<file path="config.mk">
export PLATFORM = sky130hd
export DESIGN_NAME = seg_value_decoder
export DESIGN_NICKNAME = d
export VERILOG_FILES = /design/src/rtl/seg_pkg.sv /design/src/rtl/seg_digit_decode.sv /design/src/rtl/seg_value_decoder.sv
export SDC_FILE = /design/constraint.sdc
export NUM_CORES = 1
export LEC_CHECK = 0
export CAP_MARGIN = 40
export CORE_MARGIN = 3
export CORE_UTILIZATION = 38
export CTS_CLUSTER_DIAMETER = 120
export DETAILED_ROUTE_END_ITERATION = 6
export MAX_ROUTING_LAYER = met4
export PLACE_DENSITY = 0.65
export SLEW_MARGIN = 20
export SYNTH_ARGS = -nofsm -noshare
export SYNTH_HDL_FRONTEND = slang
export SYNTH_HIERARCHICAL = 1
export SYNTH_SLANG_ARGS = --single-unit
</file>
<file path="constraint.sdc">
create_clock -name clk -period 4.42 [get_ports clk]
set_input_delay 0.663 -clock clk [delete_from_list [all_inputs] [get_ports clk]]
set_output_delay 0.663 -clock clk [all_outputs]
set_load 0.02 [all_outputs]
</file>
<file path="src/rtl/seg_pkg.sv">
// Shared constants for the seven-segment value decoder: active-low digit patterns
// on segments {g,f,e,d,c,b,a}, the all-off blank pattern, and the FSM state type.
package seg_pkg;

    localparam int unsigned VALUE_W_DEFAULT = 20;

    localparam logic [6:0] SEG_0     = 7'h40;
    localparam logic [6:0] SEG_1     = 7'h79;
    localparam logic [6:0] SEG_2     = 7'h24;
    localparam logic [6:0] SEG_3     = 7'h30;
    localparam logic [6:0] SEG_4     = 7'h19;
    localparam logic [6:0] SEG_5     = 7'h12;
    localparam logic [6:0] SEG_6     = 7'h02;
    localparam logic [6:0] SEG_7     = 7'h78;
    localparam logic [6:0] SEG_8     = 7'h00;
    localparam logic [6:0] SEG_9     = 7'h10;
    localparam logic [6:0] SEG_BLANK = 7'h7F;

    typedef enum logic [1:0] {
        StIdle,
        StAccum,
        StDone
    } state_e;

endpackage

</file>
<file path="src/rtl/seg_digit_decode.sv">
// Combinational seven-segment pattern to BCD digit decoder.
// Define SEG_BLANK_ZERO_EN to accept the blank pattern as digit 0 without error.
module seg_digit_decode
    import seg_pkg::*;
(
    input  logic [6:0] seg,
    output logic [3:0] digit,
    output logic       invalid
);

    always_comb begin
        digit   = 4'd0;
        invalid = 1'b0;
        case (seg)
            SEG_0: digit = 4'd0;
            SEG_1: digit = 4'd1;
            SEG_2: digit = 4'd2;
            SEG_3: digit = 4'd3;
            SEG_4: digit = 4'd4;
            SEG_5: digit = 4'd5;
            SEG_6: digit = 4'd6;
            SEG_7: digit = 4'd7;
            SEG_8: digit = 4'd8;
            SEG_9: digit = 4'd9;
`ifdef SEG_BLANK_ZERO_EN
            SEG_BLANK: digit = 4'd0;
`endif
            default: invalid = 1'b1;
        endcase
    end

endmodule

</file>
<file path="src/rtl/seg_value_decoder.sv">
// Accumulates a frame of NUM_DIGITS seven-segment patterns (MS digit first) into a
// binary value with a sticky error flag. Optional feature macro: SEG_BLANK_ZERO_EN.
module seg_value_decoder
    import seg_pkg::*;
#(
    parameter int unsigned NUM_DIGITS = 6,
    parameter int unsigned VALUE_W    = VALUE_W_DEFAULT
) (
    input  logic               clk,
    input  logic               rst_n,
    input  logic [7:0]         seg_in,
    input  logic               seg_valid,
    output logic               seg_ready,
    input  logic               clear,
    output logic [VALUE_W-1:0] value,
    output logic               value_valid,
    input  logic               value_ready,
    output logic               err
);

    localparam int unsigned CntW = $clog2(NUM_DIGITS + 1);

    state_e              state_q;
    logic [VALUE_W-1:0]  acc_q;
    logic [VALUE_W-1:0]  value_q;
    logic [CntW-1:0]     cnt_q;
    logic                err_q;
    logic                err_out_q;
    logic                valid_q;

    logic [3:0]          digit;
    logic                invalid;
    logic                seg_fire;
    logic                last_digit;
    logic [VALUE_W-1:0]  acc_d;
    logic                err_d;
    logic                unused_dp;

    assign unused_dp = seg_in[7];

    seg_digit_decode u_decode (
        .seg     (seg_in[6:0]),
        .digit   (digit),
        .invalid (invalid)
    );

    assign seg_ready  = (state_q != StDone);
    assign seg_fire   = seg_valid && seg_ready;
    assign last_digit = (cnt_q == CntW'(NUM_DIGITS - 1));
    // Truncation to VALUE_W gives the modulo-2^VALUE_W accumulation.
    assign acc_d      = acc_q * VALUE_W'(10) + VALUE_W'(digit);
    assign err_d      = err_q | invalid;

    always_ff @(posedge clk) begin
        // Clear behaves exactly like reset and wins over any handshake.
        if (!rst_n || clear) begin
            state_q   <= StIdle;
            acc_q     <= '0;
            cnt_q     <= '0;
            err_q     <= 1'b0;
            value_q   <= '0;
            err_out_q <= 1'b0;
            valid_q   <= 1'b0;
        end else begin
            case (state_q)
                StIdle, StAccum: begin
                    if (seg_fire) begin
                        acc_q <= acc_d;
                        err_q <= err_d;
                        cnt_q <= cnt_q + CntW'(1);
                        if (last_digit) begin
                            state_q   <= StDone;
                            value_q   <= acc_d;
                            err_out_q <= err_d;
                            valid_q   <= 1'b1;
                        end else begin
                            state_q <= StAccum;
                        end
                    end
                end
                StDone: begin
                    if (value_ready) begin
                        state_q   <= StIdle;
                        acc_q     <= '0;
                        cnt_q     <= '0;
                        err_q     <= 1'b0;
                        value_q   <= '0;
                        err_out_q <= 1'b0;
                        valid_q   <= 1'b0;
                    end
                end
                default: state_q <= StIdle;
            endcase
        end
    end

    assign value       = value_q;
    assign err         = err_out_q;
    assign value_valid = valid_q;

endmodule

</file>
==> impl_metrics.env <==
export IMPL_status="complete, no violations"
export IMPL_ys_seq_elements=47
export IMPL_hold_buffers=0
export IMPL_antenna_left=0
export IMPL_yosys_area_top_type="dfxtp_1"
export IMPL_dp_cells=527
export IMPL_intPower_uw=573
export IMPL_die_height_um=98.3
export IMPL_synth_top_area_share_pct=29.0
export IMPL_maxSlewViolCount=0
export IMPL_tns_ps=0
export IMPL_switchingPower_uw=186
export IMPL_period_share_pct=86.1
export IMPL_tritoncts="yes"
export IMPL_setup_worst_path_end_class="register"
export IMPL_fin_crit_ps=3810
export IMPL_drt_iter0_drc=120
export IMPL_synth_area_leaders="dfxtp_1 29%, ha_1 14%, nand2_1 7.4%"
export IMPL_nets=480
export IMPL_rows=33
export IMPL_drv_cap=0
export IMPL_fillCellCount=843
export IMPL_worst_pin_slew_ps=694
export IMPL_powerDensity_mw_per_mm2=201
export IMPL_post_cts_buffers=0
export IMPL_die_area_mm2=0.00967
export IMPL_post_cts_resized=0
export IMPL_min_path_type="register to register"
export IMPL_switching_share_pct=24.6
export IMPL_synth_avg_cell_area_um2=8.10
export IMPL_first_global_vias=2891
export IMPL_die_w_um=98.3
export IMPL_cts_inserted_buffers=5
export IMPL_drive_gt1_share_pct=7.91
export IMPL_syn_num_nets=451
export IMPL_stdcell_count=535
export IMPL_ys_flop_type="dfxtp_1"
export IMPL_cp_arrival_ps=4040
export IMPL_clock_latency_ps=300
export IMPL_clock_path_buffers=2
export IMPL_coreArea_mm2=0.00826
export IMPL_finalSetupViolCount=0
export IMPL_synth_edff_count=0
export IMPL_yosys_warnings=6
export IMPL_place_hpwl_um=5730
export IMPL_vias=2931
export IMPL_syn2layout_area_growth_pct=16.6
export IMPL_antenna_found_initial=0
export IMPL_finClkSkew_ps=5.02
export IMPL_syn_inst=400
export IMPL_gp_congestion=0.868
export IMPL_yosysSeqAreaShare_pct=29.0
export IMPL_cts_clk_slew_worst_paths_ps=90
export IMPL_clockPowerShare_pct=37.4
export IMPL_crit_type="primary input to register"
export IMPL_firstDrtPassIters=4
export IMPL_wl_um=7540
export IMPL_start_util_pct=39.2
export IMPL_vias_per_cell=5.48
export IMPL_cts_root_buf="clkbuf_8"
export IMPL_place_worst_setup_slack_ps=325
export IMPL_async_flop_share_pct=0
export IMPL_power_frac_comb_pct=6.5
export IMPL_routedWlPerCell_um=14.1
export IMPL_p_seq_share_pct=56.1
export IMPL_io_pins=36
export IMPL_final_setup_worst_slack_ps=614
export IMPL_peakVddDrop_v=0.000106
export IMPL_slew_limit_headroom_pct=53.7
export IMPL_drcViolationCount=0
export IMPL_grt_pass1_wl_um=13300
export IMPL_clock_sinks=47
export IMPL_overflow=0
export IMPL_critPathLaunchType="primary input"
export IMPL_grt_usage_pct=16.8
export IMPL_cp_data_required_time_ps=4650
export IMPL_syn_area_mm2=0.00324
export IMPL_h_tree_depth=2
export IMPL_synth_most_common_cell="nand2_1"
export IMPL_grt_setup_unrepaired="false"
export IMPL_hold_viol=0
export IMPL_ys_types=57
export IMPL_antennaDiodeCount=0
export IMPL_synth_common_cells="64 x nand2_1, 47 x a21oi_1, 47 x dfxtp_1"
export IMPL_grt_max_degree=26
export IMPL_port_buffers=34
export IMPL_fmax_mhz=263
export IMPL_worst_path_max_fanout=7
export IMPL_p_leak_uw=0.00154
-- worst paths after layout --
| kind | from | endpoint | slack, ps | cells past startpoint |
|---|---|---|---|---|
| max reg2reg | acc_q[1]$_SDFFE_PP0P_ | value[19]$_SDFFE_PP0P_ | 980 | 12 |
| min | value[7]$_SDFFE_PP0P_ | value[7]$_SDFFE_PP0P_ | 460 | 2 |
| max | seg_in[6] | value[18]$_SDFFE_PP0P_ | 610 | 15 |
| min reg2reg | value[7]$_SDFFE_PP0P_ | value[7]$_SDFFE_PP0P_ | 460 | 2 |
-- cells in the final DEF, fill, tap and decap left out, types with 3 or more instances in the layout --
cell type,count
inv_1,4
buf_4,5
clkbuf_8,6
a32o_1,7
and3_1,4
a22oi_1,7
clkdlybuf4s50_1,34
ha_1,36
or3_1,3
nor2_1,42
nand2_1,64
dfxtp_1,47
xnor2_1,18
nand3_1,13
a21oi_1,47
xor2_1,12
nor2b_1,5
nor3_1,9
a21o_1,6
nand4_1,5
nand2b_1,6
o21ai_0,7
-- state kept, by name (all words and copies together) (netlist names) --
name and count:
value 20, cnt_q 3, state_q 2, acc_q 19, value_valid 1, err_q 1, err 1
-- logic make-up (layout without fill, tap and decap cells) --
group	after synthesis	count (layout)	synth area share, %
flip-flops	47	47	29.0
AND/OR/NAND/NOR	165	165	24.1
AO/OA/AOI/OAI	98	98	20.5
XOR/XNOR	31	31	8.61
buffers and inverters	21	51	2.59
adder cells (fa/ha/maj)	38	38	15.1
-- metrics by stage --
stage                     cell area [µm²]  total power, µW  utilization [%]  hold WS [ps]
after detailed placement             3680              485             44.6           448
after global routing                 3780              791             45.7           490
after CTS                            3780              766             45.7           466
final                                3780              759             45.7           460
after global placement               3680              484             44.6           444
after floorplan                      3240              463                -           427
-- critical path: stages --
cell	delay, ps
clkdlybuf4s50_1	520
or3_4	450
nor3_2	160
nand2_1	90
o21ai_2	120
ha_1	190
a21o_1	120
a21oi_1	110
nor3b_1	400
nand4_1	270
nor4_2	300
o2111ai_1	200
xor2_1	240
nand2_1	90
a21oi_1	130
-- final cells by class --
cell class	count	area, µm²	share of cell area (%)
clock buffers	6	82.6	2.19
clock inverters	2	13.8	0.364
inverters	4	15.0	0.397
multi-input cells	332	2220	58.7
flip-flops and latches	47	941	24.9
well taps	105	131	3.48
repair buffers	39	378	10.0
-- per-layer routing --
metal	routed length [µm]	up-vias	share of wire (%)	global-route usage, %
met1	3620	1376	48	21.0
li1	-	1487	-	-
met3	232	10	3.1	2.14
met2	3550	58	47	28.2
met5	0	-	0	-
met4	134	0	1.8	4.94
-- power by group through the flow --
stage	sequential (µW)	clock, µW	combinational [µW]
after floorplan	436	0	27.5
after global placement	436	0	47.8
after detailed placement	436	0	49.0
after CTS	426	290	49.3
after global routing	427	309	54.9
final	426	284	49.2
No activity file was read; power rests on OpenSTA's default activity.
==> patch 1 (config.mk and constraints unchanged) <==
The option `SEG_BLANK_ZERO_EN` is turned on by a define.
--- a/src/rtl/seg_digit_decode.sv
+++ b/src/rtl/seg_digit_decode.sv
@@ -1,5 +1,7 @@
 // Combinational seven-segment pattern to BCD digit decoder.
 // Define SEG_BLANK_ZERO_EN to accept the blank pattern as digit 0 without error.
+`define SEG_BLANK_ZERO_EN
+
 module seg_digit_decode
     import seg_pkg::*;
 (
Function: changed (a bounded check fails within 10 cycles, from zero or initial values).
==> patch 1 against the original RTL <==
Global-route usage decreased by 0.23 points; synthesized cell count increased by 1.8%; cell count increased by 0.56%; count of clock-buffer cells in the layout unchanged; power decreased by 0.80%; wire length increased by 1.4%; final area increased by 0.86%; synthesized area increased by 1.8%; worst setup slack improved by 0.021 ns; sequential cell count unchanged; largest power group unchanged.
==> patch 1: results <==
run_status:
  status: "complete, no violations"
sta:
  relSlewSlack_pct: 63.83
  finClkSkew_ns: 0.01151
  whs_ns: 0.4560
setup_path:
  worst_r2r_endpoint: "value[19]"
  crit_end: "acc_q[18]"
  crit_path_max_fanout: 10
  r2r_setup_slack_ns: 0.93
  cpPeakStageDelay_ns: 0.57
  reg2reg_from: "acc_q[1]"
  crit_start: "seg_in[3]"
route:
  vias: 2896
  drtIter0Drc: 133
  drt-wirelength-per-cell_um: 14.21
power_and_ir_drop:
  p_leak_nw: 1.555
  sw_frac_of_total_pct: 24.12
  ir_drop_mv: 0.09398
cells_and_area:
  fin_nets: 484
  drive_above_1_share_pct: 7.621
  largest_reg_flops: 20
logic_synthesis:
  synthDistinctLibCells: 54
  synth_common_cells: "nand2_1 (61), a21oi_1 (47), dfxtp_1 (47)"
  yosys.area_share.adder_pct: 14.87
  yosysSeqAreaShare_pct: 28.52
  synth-xor-area-share_pct: 8.722
  synth_compound_area_share_pct: 19.80
  synthesis.nets: 458
  synthTopCellsByArea: "dfxtp_1 (29%), ha_1 (14%), a21oi_1 (7.1%), nand2_1 (6.9%), xnor2_1 (5.0%)"
clock_tree:
  cts_resized: 0
  cts_max_path_buffers: 2
  htreeDepth: 2
grt:
  grt_pass1_vias: 2793
  grt.total_usage_pct: 16.53
  grt_max_degree: 43
placed_design:
  gp_congestion: 0.8259
  dpl.hpwl_um: 5730
## patch 1: cell count changes after synthesis, moves of 2 or more
cell	unedited run	this run
nand2_1	64	61
nor3_1	9	12
buf_2	1	3
nand2b_1	6	4
nand3_1	13	15
nor2_1	42	40
## patch 1: area by class of cell
type	count	area, um2
multi-input combinational	335	2250
sequential	47	940.9
inverter	5	18.77
clock inverter	1	8.758
tap	105	131.4
timing repair buffer	39	377.9
clock buffer	6	82.58
fill	848	4531
## patch 1: stage by stage
stage | utilization [%] | cells | cell area (um2) | setup slack [ns] | power [mW]
2_1_floorplan | - | 407 | 3299 | 1.269 | 0.4675
3_3_place_gp | 44.58 | 531 | 3719 | 0.4071 | 0.4856
3_5_place_dp | 44.58 | 531 | 3719 | 0.3510 | 0.4866
4_1_cts | 45.68 | 538 | 3810 | 0.6603 | 0.7630
5_1_grt | 45.68 | 538 | 3810 | 0.2786 | 0.7854
6_report | 45.68 | 538 | 3810 | 0.6342 | 0.7528
## patch 1: kinds of logic after synthesis
family | count (synthesis)
AO/OA/AOI/OAI | 97
adder cells (fa/ha/maj) | 38
XOR/XNOR | 32
buffers and inverters | 25
flip-flops | 47
AND/OR/NAND/NOR | 168
## patch 1: worst max-delay path, delay by kind of cell
| family | cells | cell delay (ns) |
|---|---|---|
| AOI/OAI and AO/OA | 6 | 0.92 |
| adders and majority gates | 1 | 0.30 |
| xor gates and xnor gates | 1 | 0.23 |
| and+or+nand+nor | 5 | 1.33 |
| buffers and inverters | 1 | 0.57 |
## patch 1: per-layer routing
layer / global-route usage [%] / routed length (um)
met5: - / 0
met4: 5.567 / 116
met3: 2.244 / 184
met2: 27.27 / 3699
met1: 20.84 / 3642
## patch 1: power by group through the flow
stage / Combinational (mW) / Sequential, mW / Clock [mW]
6_report: 0.0508 / 0.426 / 0.276
5_1_grt: 0.0560 / 0.426 / 0.303
4_1_cts: 0.0508 / 0.426 / 0.286
3_5_place_dp: 0.0507 / 0.436 / 0
3_3_place_gp: 0.0497 / 0.436 / 0
2_1_floorplan: 0.0318 / 0.436 / 0
## patch 1: how the worst min path moves through the flow
| stage | startpoint | to | cells after the start |
|---|---|---|---|
| after floorplan | state_q[1] | state_q[0] | 1 |
| after global placement | value[8] | value[8] | 2 |
| after detailed placement | value[10] | value[10] | 2 |
| after CTS | value[8] | value[8] | 2 |
| after global routing | value[7] | value[7] | 2 |
| final | value[8] | value[8] | 2 |
==> patch 2 (same settings) <==
Without the edit above. Put one more register stage on the output `err`. The value now appears one clock later. The other outputs are not delayed to match.
--- a/src/rtl/seg_value_decoder.sv
+++ b/src/rtl/seg_value_decoder.sv
@@ -95,7 +95,9 @@
     end
 
     assign value       = value_q;
-    assign err         = err_out_q;
+    always_ff @(posedge clk) begin
+        err <= err_out_q;
+    end
     assign value_valid = valid_q;
 
 endmodule
Check against the original RTL: not equivalent (a bounded check fails within 10 cycles, from zero or initial values).
==> patch 2 against the original RTL <==
Count of clock-buffer cells in the layout unchanged; wire length is essentially flat; maximum frequency decreased by 0.62%; critical path type unchanged; via count down 2.6%; global-route usage fell by 0.67 points; synthesized area rose by 0.62%; power up 0.12%; worst setup slack worse by 0.024 ns; first-iteration DRC count grew 28%; final area is 0.40% higher; cell count unchanged; sequential cell count grew 1.
==> patch 2: results <==
run_status:
  status: "complete, no violations"
hold_path:
  min-delay-start: "err_out_q"
  hold-path-cell-count: 0
  min_to: "err"
  hold_path_class: "flip-flop to flip-flop"
grt:
  grt_pass1_wl_um: 12670
  grt_pass1_vias: 2770
  grt_max_degree: 43
  grt.total_usage_pct: 16.08
  antenna_found_initial: 0
logic_synthesis:
  synthDistinctLibCells: 57
  yosysSeqAreaShare_pct: 29.47
  synth-async-reset-ratio_pct: 0
  synth_compound_area_share_pct: 20.41
  synth-xor-area-share_pct: 8.557
  synth_common_cells: "nand2_1 (64), dfxtp_1 (48), a21oi_1 (47)"
  muxShareOfSynthArea_pct: 0
  synthesis.nets: 452
  yosys.area_share.adder_pct: 15.04
  synthTopCellsByArea: "dfxtp_1 (29%), ha_1 (14%), nand2_1 (7.4%), a21oi_1 (7.2%), nor2_1 (4.8%)"
cells_and_area:
  fin_nets: 481
  finish.utilization_pct: 45.92
  fillCellCount: 819
  drive_above_1_share_pct: 7.674
  largest_reg_flops: 20
  antennaDiodeCount: 0
setup_path:
  arrival_ns: 4.07
  worst_r2r_endpoint: "value[19]"
  worst-r2r-cell-count: 12
  path_delay_family: "simple AND/OR/NAND/NOR gates"
  reg2reg_from: "acc_q[1]"
  critPathSlowestCell: "clkdlybuf4s50_1"
  crit_path_max_fanout: 7
  cpPeakStageDelay_ns: 0.52
  r2r_setup_slack_ns: 0.95
route:
  drt-pass1-iter-count: 4
  vias: 2854
  routed_wl_um: 7544
  drtIter0Drc: 154
clock_tree:
  cts_root_buffer: "clkbuf_8"
  cts_resized: 0
  numCtsBuffers: 5
  insertion_delay_ns: 0.30
  clk_pin_slew_worst_paths_ns: 0.09
  htreeDepth: 2
  post-cts-setup-buffer-count: 0
placed_design:
  gp_congestion: 0.9050
  placed_area_um2: 3701
  dpl.hpwl_um: 5808
  port_buffers: 34
power_and_ir_drop:
  ir_drop_mv: 0.1312
  p_leak_nw: 1.540
sta:
  worst_slew_pin_slew_ns: 0.7770
  finClkSkew_ns: 0.007687
patch 2: cell types whose count changed in the layout (fill, tap and decap cells not counted), sizes merged:
cell   change
dfxtp      +1
inv        -1
patch 2: routing by layer:
metal  vias up  GRT usage, %  part of all wire (%)
li1       1480             -                     -
met1      1314         20.64                    48
met2        53         26.68                    47
met3         7         2.052                   2.8
met4         0         4.517                   1.4
met5         -             -                     0
patch 2: how the worst max path moves through the flow:
stage                          from        end  slack, ns
after detailed placement  seg_in[6]  value[18]       0.27
after global placement    seg_in[6]  value[18]       0.37
after global routing      seg_in[6]  acc_q[18]       0.24
after floorplan           seg_in[0]  value[19]       1.33
after CTS                 seg_in[6]  acc_q[18]       0.57
final                     seg_in[6]  acc_q[18]       0.59
patch 2: worst register-to-register path: stages, from the launching register on:
cell and delay [ns]:
dfxtp_1 0.44, ha_1 0.27, ha_1 0.22, fa_1 0.40
a21o_1 0.25, a221oi_2 0.44, o21ai_2 0.11, xor2_1 0.28
and4_1 0.30, nand2_2 0.08, nor4_2 0.26, xnor2_1 0.11
a32o_1 0.21
patch 2: power breakdown:
part           total [mW]  internal [mW]  switching (mW)
logic              0.0484         0.0195          0.0289
registers           0.435          0.434         0.00127
clock network       0.277          0.125           0.151
patch 2: cell type report:
cell class | instances | area share [%]
Tap cell | 105 | 3.464
Clock buffer | 6 | 2.177
Multi-Input combinational cell | 332 | 58.43
Timing Repair Buffer | 39 | 9.964
Inverter | 4 | 0.3959
Sequential cell | 48 | 25.34
Clock inverter | 1 | 0.2309
patch 2: metrics by stage:
stage               worst slack [ns]  instances  hold slack, ns
floorplan                      1.334        401          0.3311
global placement              0.3668        528          0.3382
detailed placement            0.2688        528          0.3423
CTS                           0.5679        535          0.3585
global route                  0.2362        535          0.3635
finish                        0.5896        535          0.3570
